`src/rtl/mux_scan_sampler.sv`:
```
// Steps a 16:1 mux select through every input, waits SETTLE_CYC clocks after each
// change for the mux to settle, samples its output, streams each bit and presents the word.
module mux_scan_sampler #(
    parameter int SEL_W      = 4,
    parameter int SETTLE_CYC = 11
) (
    input  logic                     clk,
    input  logic                     rst,
    input  logic                     start,
    output logic [SEL_W-1:0]         S,
    input  logic                     w,
    output logic                     busy,
    output logic                     bit_out,
    output logic                     bit_valid,
    output logic [SEL_W-1:0]         bit_idx,
    output logic [0:(1<<SEL_W)-1]    word_out,
    output logic                     done
);
    localparam int N     = 1 << SEL_W;
    localparam int CNT_W = (SETTLE_CYC > 1) ? $clog2(SETTLE_CYC) : 1;
    localparam logic [CNT_W-1:0] CNT_LOAD = CNT_W'(SETTLE_CYC - 1);
    localparam logic [SEL_W-1:0] SEL_MAX  = {SEL_W{1'b1}};

    typedef enum logic [1:0] {IDLE, SETTLE, DONE} state_t;

    state_t           state, state_n;
    logic [CNT_W-1:0] cnt, cnt_n;
    logic [SEL_W-1:0] sel_n;
    logic [0:N-1]     cap, cap_n;
    logic [0:N-1]     word_n;
    logic             bit_n, bv_n, done_n;
    logic [SEL_W-1:0] idx_n;

    assign busy = (state != IDLE);

    always_ff @(posedge clk or posedge rst) begin
        if (rst) begin
            state     <= IDLE;
            S         <= '0;
            cnt       <= '0;
            cap       <= '0;
            word_out  <= '0;
            bit_out   <= 1'b0;
            bit_valid <= 1'b0;
            bit_idx   <= '0;
            done      <= 1'b0;
        end else begin
            state     <= state_n;
            S         <= sel_n;
            cnt       <= cnt_n;
            cap       <= cap_n;
            word_out  <= word_n;
            bit_out   <= bit_n;
            bit_valid <= bv_n;
            bit_idx   <= idx_n;
            done      <= done_n;
        end
    end

    always_comb begin
        state_n = state;
        sel_n   = S;
        cnt_n   = cnt;
        cap_n   = cap;
        word_n  = word_out;
        bit_n   = bit_out;
        idx_n   = bit_idx;
        bv_n    = 1'b0;
        done_n  = 1'b0;
        case (state)
            IDLE: begin
                if (start) begin
                    sel_n   = '0;
                    cnt_n   = CNT_LOAD;
                    state_n = SETTLE;
                end
            end
            SETTLE: begin
                if (cnt != '0) begin
                    cnt_n = cnt - 1'b1;
                end else begin
                    // w is only looked at here; it may be X at any other time.
                    cap_n[S] = w;
                    bit_n    = w;
                    idx_n    = S;
                    bv_n     = 1'b1;
                    if (S == SEL_MAX) begin
                        word_n      = cap;
                        word_n[N-1] = w;
                        done_n      = 1'b1;
                        state_n     = DONE;
                    end else begin
                        sel_n = S + 1'b1;
                        cnt_n = CNT_LOAD;
                    end
                end
            end
            DONE:    state_n = IDLE;
            default: state_n = IDLE;
        endcase
    end
endmodule

```
`config.mk`:
```
export PLATFORM = sky130hd
export DESIGN_NAME = mux_scan_sampler
export DESIGN_NICKNAME = d
export VERILOG_FILES = /design/src/rtl/mux_scan_sampler.sv
export SDC_FILE = /design/constraint.sdc
export NUM_CORES = 1
export LEC_CHECK = 0
export CAP_MARGIN = 20
export CORE_MARGIN = 2
export CORE_UTILIZATION = 45
export DETAILED_ROUTE_END_ITERATION = 12
export HOLD_SLACK_MARGIN = 0.12
export PLACE_DENSITY = 0.71
export SYNTH_ARGS = -nofsm -noshare
export SYNTH_HDL_FRONTEND = slang
export SYNTH_SLANG_ARGS = --single-unit
```
`constraint.sdc`:
```
create_clock -name clk -period 1.8 [get_ports clk]
set_input_delay 0.54 -clock clk [delete_from_list [all_inputs] [get_ports clk]]
set_output_delay 0.54 -clock clk [all_outputs]
set_load 0.1 [all_outputs]
```
==> results of run 1 <==
## layer usage
metal  vias up  share of wire (%)
met5         -                  0
met4         0                1.8
met3         7                3.3
met2        35                 52
met1       744                 43
li1        683                  -
## registers in the layout, indices dropped and copies added, names as in the netlist
name,cells
word_out,16
cap,15
S,4
bit_idx,4
cnt,4
state,2
bit_out,1
bit_valid,1
done,1
## final timing paths
| path | startpoint | endpoint | depth (start not counted) | slack [ns] |
|---|---|---|---|---|
| max | cnt[0]$_DFFE_PP0P_ | word_out[15]$_DFFE_PP0P_ | 6 | -0.1 |
| min | cap[6]$_DFFE_PP0P_ | word_out[6]$_DFFE_PP0P_ | 1 | 0.51 |
| max reg2reg | cnt[0]$_DFFE_PP0P_ | word_out[15]$_DFFE_PP0P_ | 6 | -0.1 |
| min reg2reg | cap[6]$_DFFE_PP0P_ | word_out[6]$_DFFE_PP0P_ | 1 | 0.51 |
| max in group asynchronous | rst | S[0]$_DFFE_PP0P_ | 3 | 0.90 |
| min in group asynchronous | rst | word_out[9]$_DFFE_PP0P_ | 3 | 0.66 |
## power breakdown
group	switching [mW]	internal, mW
combinational	1.33	0.991
clock	0.363	0.555
sequential	0.235	1.35
total	1.92	2.90
## logic make-up after synthesis
family	synth area share [%]
multiplexers	20.12
buffers and inverters	3.742
adder cells (fa/ha/maj)	3.509
flip-flops	56.14
AO/OA/AOI/OAI	4.445
AND/OR/NAND/NOR	12.05
## final cells by class
class / count / area [um2]
inverters: 6 / 26.28
fillers: 323 / 1423
clock inverters: 2 / 60.06
well taps: 54 / 67.56
clock buffers: 6 / 72.57
multi-input cells: 103 / 987.2
repair buffers: 55 / 810.8
flip-flops and latches: 48 / 1214
## cells in the mapped netlist, types with 2 or more instances
master	count
and3_1	2
buf_6	3
clkbuf_1	3
dfrtp_1	48
ha_1	6
inv_1	6
mux2_2	36
nand2_1	11
nand3_1	13
nand4_1	3
nor2_1	5
nor2b_1	3
nor4_1	2
o21ai_0	2
o21ba_2	2
## worst max-delay path: cells and delay by family (launching register included)
kind	cells	cell delay, ns
muxes	1	0.33
and+or+nand+nor	2	0.62
DFF	1	0.42
buffers and inverters	2	0.28
adders and majority gates	1	0.13
## stage by stage
step / hold slack [ns] / TNS [ns] / worst slack (ns) / utilization [%]
4_1_cts: 0.5120 / -2.001 / -0.1225 / 68.62
3_5_place_dp: 0.4957 / -1.994 / -0.1302 / 63.54
3_3_place_gp: 0.4795 / -0.8332 / -0.05485 / 63.54
6_report: 0.5104 / -1.976 / -0.09968 / 69.48
5_1_grt: 0.5384 / -4.224 / -0.1718 / 69.48
2_1_floorplan: 0.4736 / 0 / 0.004624 / -
## repair_timing
item | in CTS | in global routing
endpoints found under the setup margin | 31 | 42
hold buffers | 0 | 0
pin swaps | 1 | 3
gates resized for setup | 18 | 11
setup buffers | 4 | 2
==> impl_metrics.csv, run 1 <==
group,metric,value,unit
synthesis,yosysTopAreaCellShare,56.14,%
route,initialDrtViolationCount,125,
worst_setup_path,endpoint_kind,"register",
global_routing,antenna_found_initial,0,
outcome,outcome,"finished, violations left",
cts,htreeDepth,2,
synthesis,synth_nets,175,
global_routing,grt-busiest-layer,"met2",
global_routing,met3_usage,4.696,%
die,io-pin-count,32,
power_and_ir_drop,power.leakage,1.432,nW
cts,cts.path.max_buffers,2,
synthesis,synthDistinctLibCells,35,
global_routing,grt_pass1_vias,1670,
synthesis,yosys.area.top_type,"dfrtp_1",
hold_path,hold_path_class,"register to register",
cells_and_area,layout_common_cells,"44 x dfrtp_1, 30 x buf_12, 19 x mux2_2",
die,row_count,25,
worst_setup_path,slowest_delay,0.42,ns
cells_and_area,area_growth,51.35,%
cts,cts.sinks,48,
route,dr.pass1.iters,4,
timing,final.setup_skew,0.01007,ns
global_routing,grt_max_degree,49,
cells_and_area,final_area,3238,um2
route,drt-vias-per-instance,5.361,
synthesis,synthArstFlopShare,100.0,%
place,gp_congestion,0.8398,
synthesis,ys.warnings.count,0,
global_routing,grt_overflow_total,0,
timing,finalMaxSlewViolations,0,
cts,path_clk_slew,0.09,ns
synthesis,ys.flop_type,"dfrtp_1",
place,port_buffers,31,
timing,setup_viol,30,
worst_setup_path,start_kind,"register",
die,core_area,4661,um2
synthesis,synth-seq-area-share,56.14,%
die,start_util,45.91,%
global_routing,grt_usage,19.68,%
route,postRouteAntennaNets,0,
cts,root_buffer,"clkbuf_8",
timing,achievable-frequency,526.4,MHz
power_and_ir_drop,p_per_area,1489,nW/um2
timing,finalHoldViolations,0,
worst_setup_path,crit_arrival,2.09,ns
die,die_w,72.96,um
outcome,failed_checks,"negative setup slack",
timing,slew_headroom,76.26,%
worst_setup_path,worstPathRequired,1.99,ns
cells_and_area,diodes,0,
route,drc,0,
route,num_vias,1469,
power_and_ir_drop,vdd_drop_max,0.6254,mV
die,die_area,5322,um2
worst_setup_path,crit_chain,"inv_2, ha_4, or3b_4, nor3_4, buf_6, mux2_2",
cts,cts_tree,"built",
synthesis,syn_inst,165,
global_routing,use_met2,33.13,%
synthesis,synth_area,2140,um2
die,die_y,72.96,um
cells_and_area,final_common_cell,"dfrtp_1",
worst_setup_path,critPathKind,"register to register",
place,place_area,2962,um2
timing,min_period,1.900,ns
global_routing,grt_use_met1,23.73,%
route,wl_per_cell,17.02,um
place,dp_cells,261,
synthesis,synth_edf_count,0,
cells_and_area,instances_no_fill,274,
timing,rsz0062_at_grt,"yes",
synthesis,syn_avg_cell_area,12.97,um2
route,routed_wl,4663,um
timing,period_share,105.5,%
cells_and_area,layout.nets,229,
timing,worst_slack,-0.09968,ns
worst_setup_path,crit_fanout,9,
cts,clk-insertion-delay-late,0.30,ns
place,place.detailed.hpwl,3173,um
timing,tightest_slew,0.3516,ns
power_and_ir_drop,power,4.823,mW
global_routing,grt_pass1_wl,7941,um
run,max-cap-violations,0,
synthesis,ys_top_cells_by_area,"dfrtp_1 56%, mux2_2 19%, ha_1 3.5%",
synthesis,ys_ff_latch,48,
cts,cts_buffers,5,
cells_and_area,drive_gt1_share,54.09,%
worst_setup_path,crit_slowest_cell,"dfrtp_1",
Note: power is estimated with default switching activity, not from simulation.
==> run 2: changes to the inputs <==
- SETUP_SLACK_MARGIN: unset -> 0.2
==> impl_metrics.csv, run 2 (synthesis results as in run 1) <==
group,metric,value,unit
timing,period_share,107.4,%
cells_and_area,layout.nets,239,
timing,setup_viol,36,
worst_setup_path,worstPathRequired,1.95,ns
worst_setup_path,crit_chain,"inv_2, ha_4, or3b_4, buf_4, nor4_1, a221oi_2",
outcome,failed_checks,"negative setup slack",
cts,cts_tree,"built",
route,wl_met2,2467,um
cts,cts_hold_buf,0,
worst_setup_path,crit_arrival,2.09,ns
cells_and_area,diodes,0,
global_routing,grt_pass1_wl,7900,um
cells_and_area,final_area,3331,um2
die,die_y,72.96,um
timing,finalMaxSlewViolations,0,
place,port_buffers,31,
cts,clk-insertion-delay-late,0.30,ns
cells_and_area,regMostFlops,"word_out",
cts,cts.sinks,48,
global_routing,grt_usage,19.63,%
die,die_w,72.96,um
place,place.detailed.hpwl,3316,um
route,drt-vias-per-instance,5.391,
timing,slew_headroom,65.92,%
route,num_vias,1531,
hold_path,hold_path_class,"register to register",
run,max-cap-violations,0,
worst_setup_path,endpoint_kind,"register",
route,top_layer,"met4",
outcome,outcome,"finished, violations left",
worst_setup_path,cp_top_family,"simple AND/OR/NAND/NOR gates",
place,dp_cells,264,
power_and_ir_drop,power,4.692,mW
timing,setup_tns,-2.705,ns
cells_and_area,largest_registers,"word_out: 16 flops, cap: 15 flops",
place,place_ws,-0.1091,ns
global_routing,antenna_found_initial,0,
timing,tightest_slew,0.5066,ns
place,gp_congestion,0.8454,
cts,htreeDepth,2,
die,die_area,5322,um2
route,routed_wl,4877,um
route,route.met3.wl,182,um
cells_and_area,drive_gt1_share,56.52,%
cts,root_buffer,"clkbuf_8",
worst_setup_path,slowest_delay,0.44,ns
timing,worst_slack,-0.1323,ns
route,initialDrtViolationCount,138,
route,postRouteAntennaNets,0,
die,core_area,4661,um2
timing,achievable-frequency,517.5,MHz
power_and_ir_drop,power.leakage,1.478,nW
route,wl_per_cell,17.17,um
route,drc,0,
cells_and_area,layout_common_cells,"44 x dfrtp_1, 30 x buf_12, 23 x buf_4",
cells_and_area,area_growth,55.67,%
worst_setup_path,crit_fanout,4,
die,row_count,25,
cells_and_area,final_common_cell,"dfrtp_1",
timing,hold_ws,0.5093,ns
cells_and_area,instances_no_fill,284,
global_routing,grt_pass1_vias,1668,
route,wl_met1,2112,um
cts,cts_buffers,5,
timing,finalHoldViolations,0,
die,io-pin-count,32,
timing,final.setup_skew,0.008790,ns
worst_setup_path,critPathKind,"register to register",
cts,path_clk_slew,0.08,ns
die,start_util,45.91,%
cells_and_area,postLayoutCoreUtil,71.46,%
timing,rsz0062_at_grt,"yes",
place,place_area,3048,um2
route,dr.pass1.iters,4,
global_routing,grt_max_degree,23,
timing,min_period,1.932,ns
power_and_ir_drop,p_per_area,1409,nW/um2
worst_setup_path,crit_slowest_cell,"or3b_4",
cells_and_area,largest_register_ffs,16,
worst_setup_path,critPathBufInv,2,
cts,cts.path.max_buffers,2,
worst_setup_path,start_kind,"register",
power_and_ir_drop,vdd_drop_max,0.6796,mV
global_routing,grt_overflow_total,0,
-- run 2: final timing paths --
path                                          from                       to  slack [ns]  cells past startpoint
worst min-delay path            cap[0]$_DFFE_PP0P_  word_out[0]$_DFFE_PP0P_        0.51                      1
worst max-delay path            cnt[1]$_DFFE_PP0P_         S[3]$_DFFE_PP0P_       -0.13                      6
min in group asynchronous                      rst         S[2]$_DFFE_PP0P_        0.58                      2
max in group asynchronous                      rst   bit_idx[1]$_DFFE_PP0P_        0.74                      3
worst max register to register  cnt[1]$_DFFE_PP0P_         S[3]$_DFFE_PP0P_       -0.13                      6
worst min register to register  cap[0]$_DFFE_PP0P_  word_out[0]$_DFFE_PP0P_        0.51                      1
-- run 2: repair_timing --
| item | 4_1_cts | 5_1_grt |
|---|---|---|
| buffers inserted | 11 | 0 |
| setup endpoints to repair | 49 | 50 |
| pin swaps | 3 | 2 |
| cloned | 0 | 1 |
| resized for setup | 16 | 8 |
-- run 2: area by class of cell --
type	instances	area, um2
fill	286	1330
sequential	48	1216
multi-input combinational	103	1002
timing repair buffer	65	929.6
clock buffer	6	72.57
tap	54	67.56
inverter	6	30.03
clock inverter	2	12.51
-- run 2: power breakdown --
| group | switching (mW) | internal, mW |
|---|---|---|
| combinational | 1.39 | 1.10 |
| sequential | 0.230 | 1.36 |
| clock | 0.346 | 0.272 |
| total | 1.96 | 2.73 |
-- run 2: metal layers --
layer / global-route usage (%) / vias to the layer above
met2: 32.83 / 40
met4: 6.379 / 0
met3: 5.110 / 13
met1: 24.95 / 773
li1: - / 705
met5: 0 / -
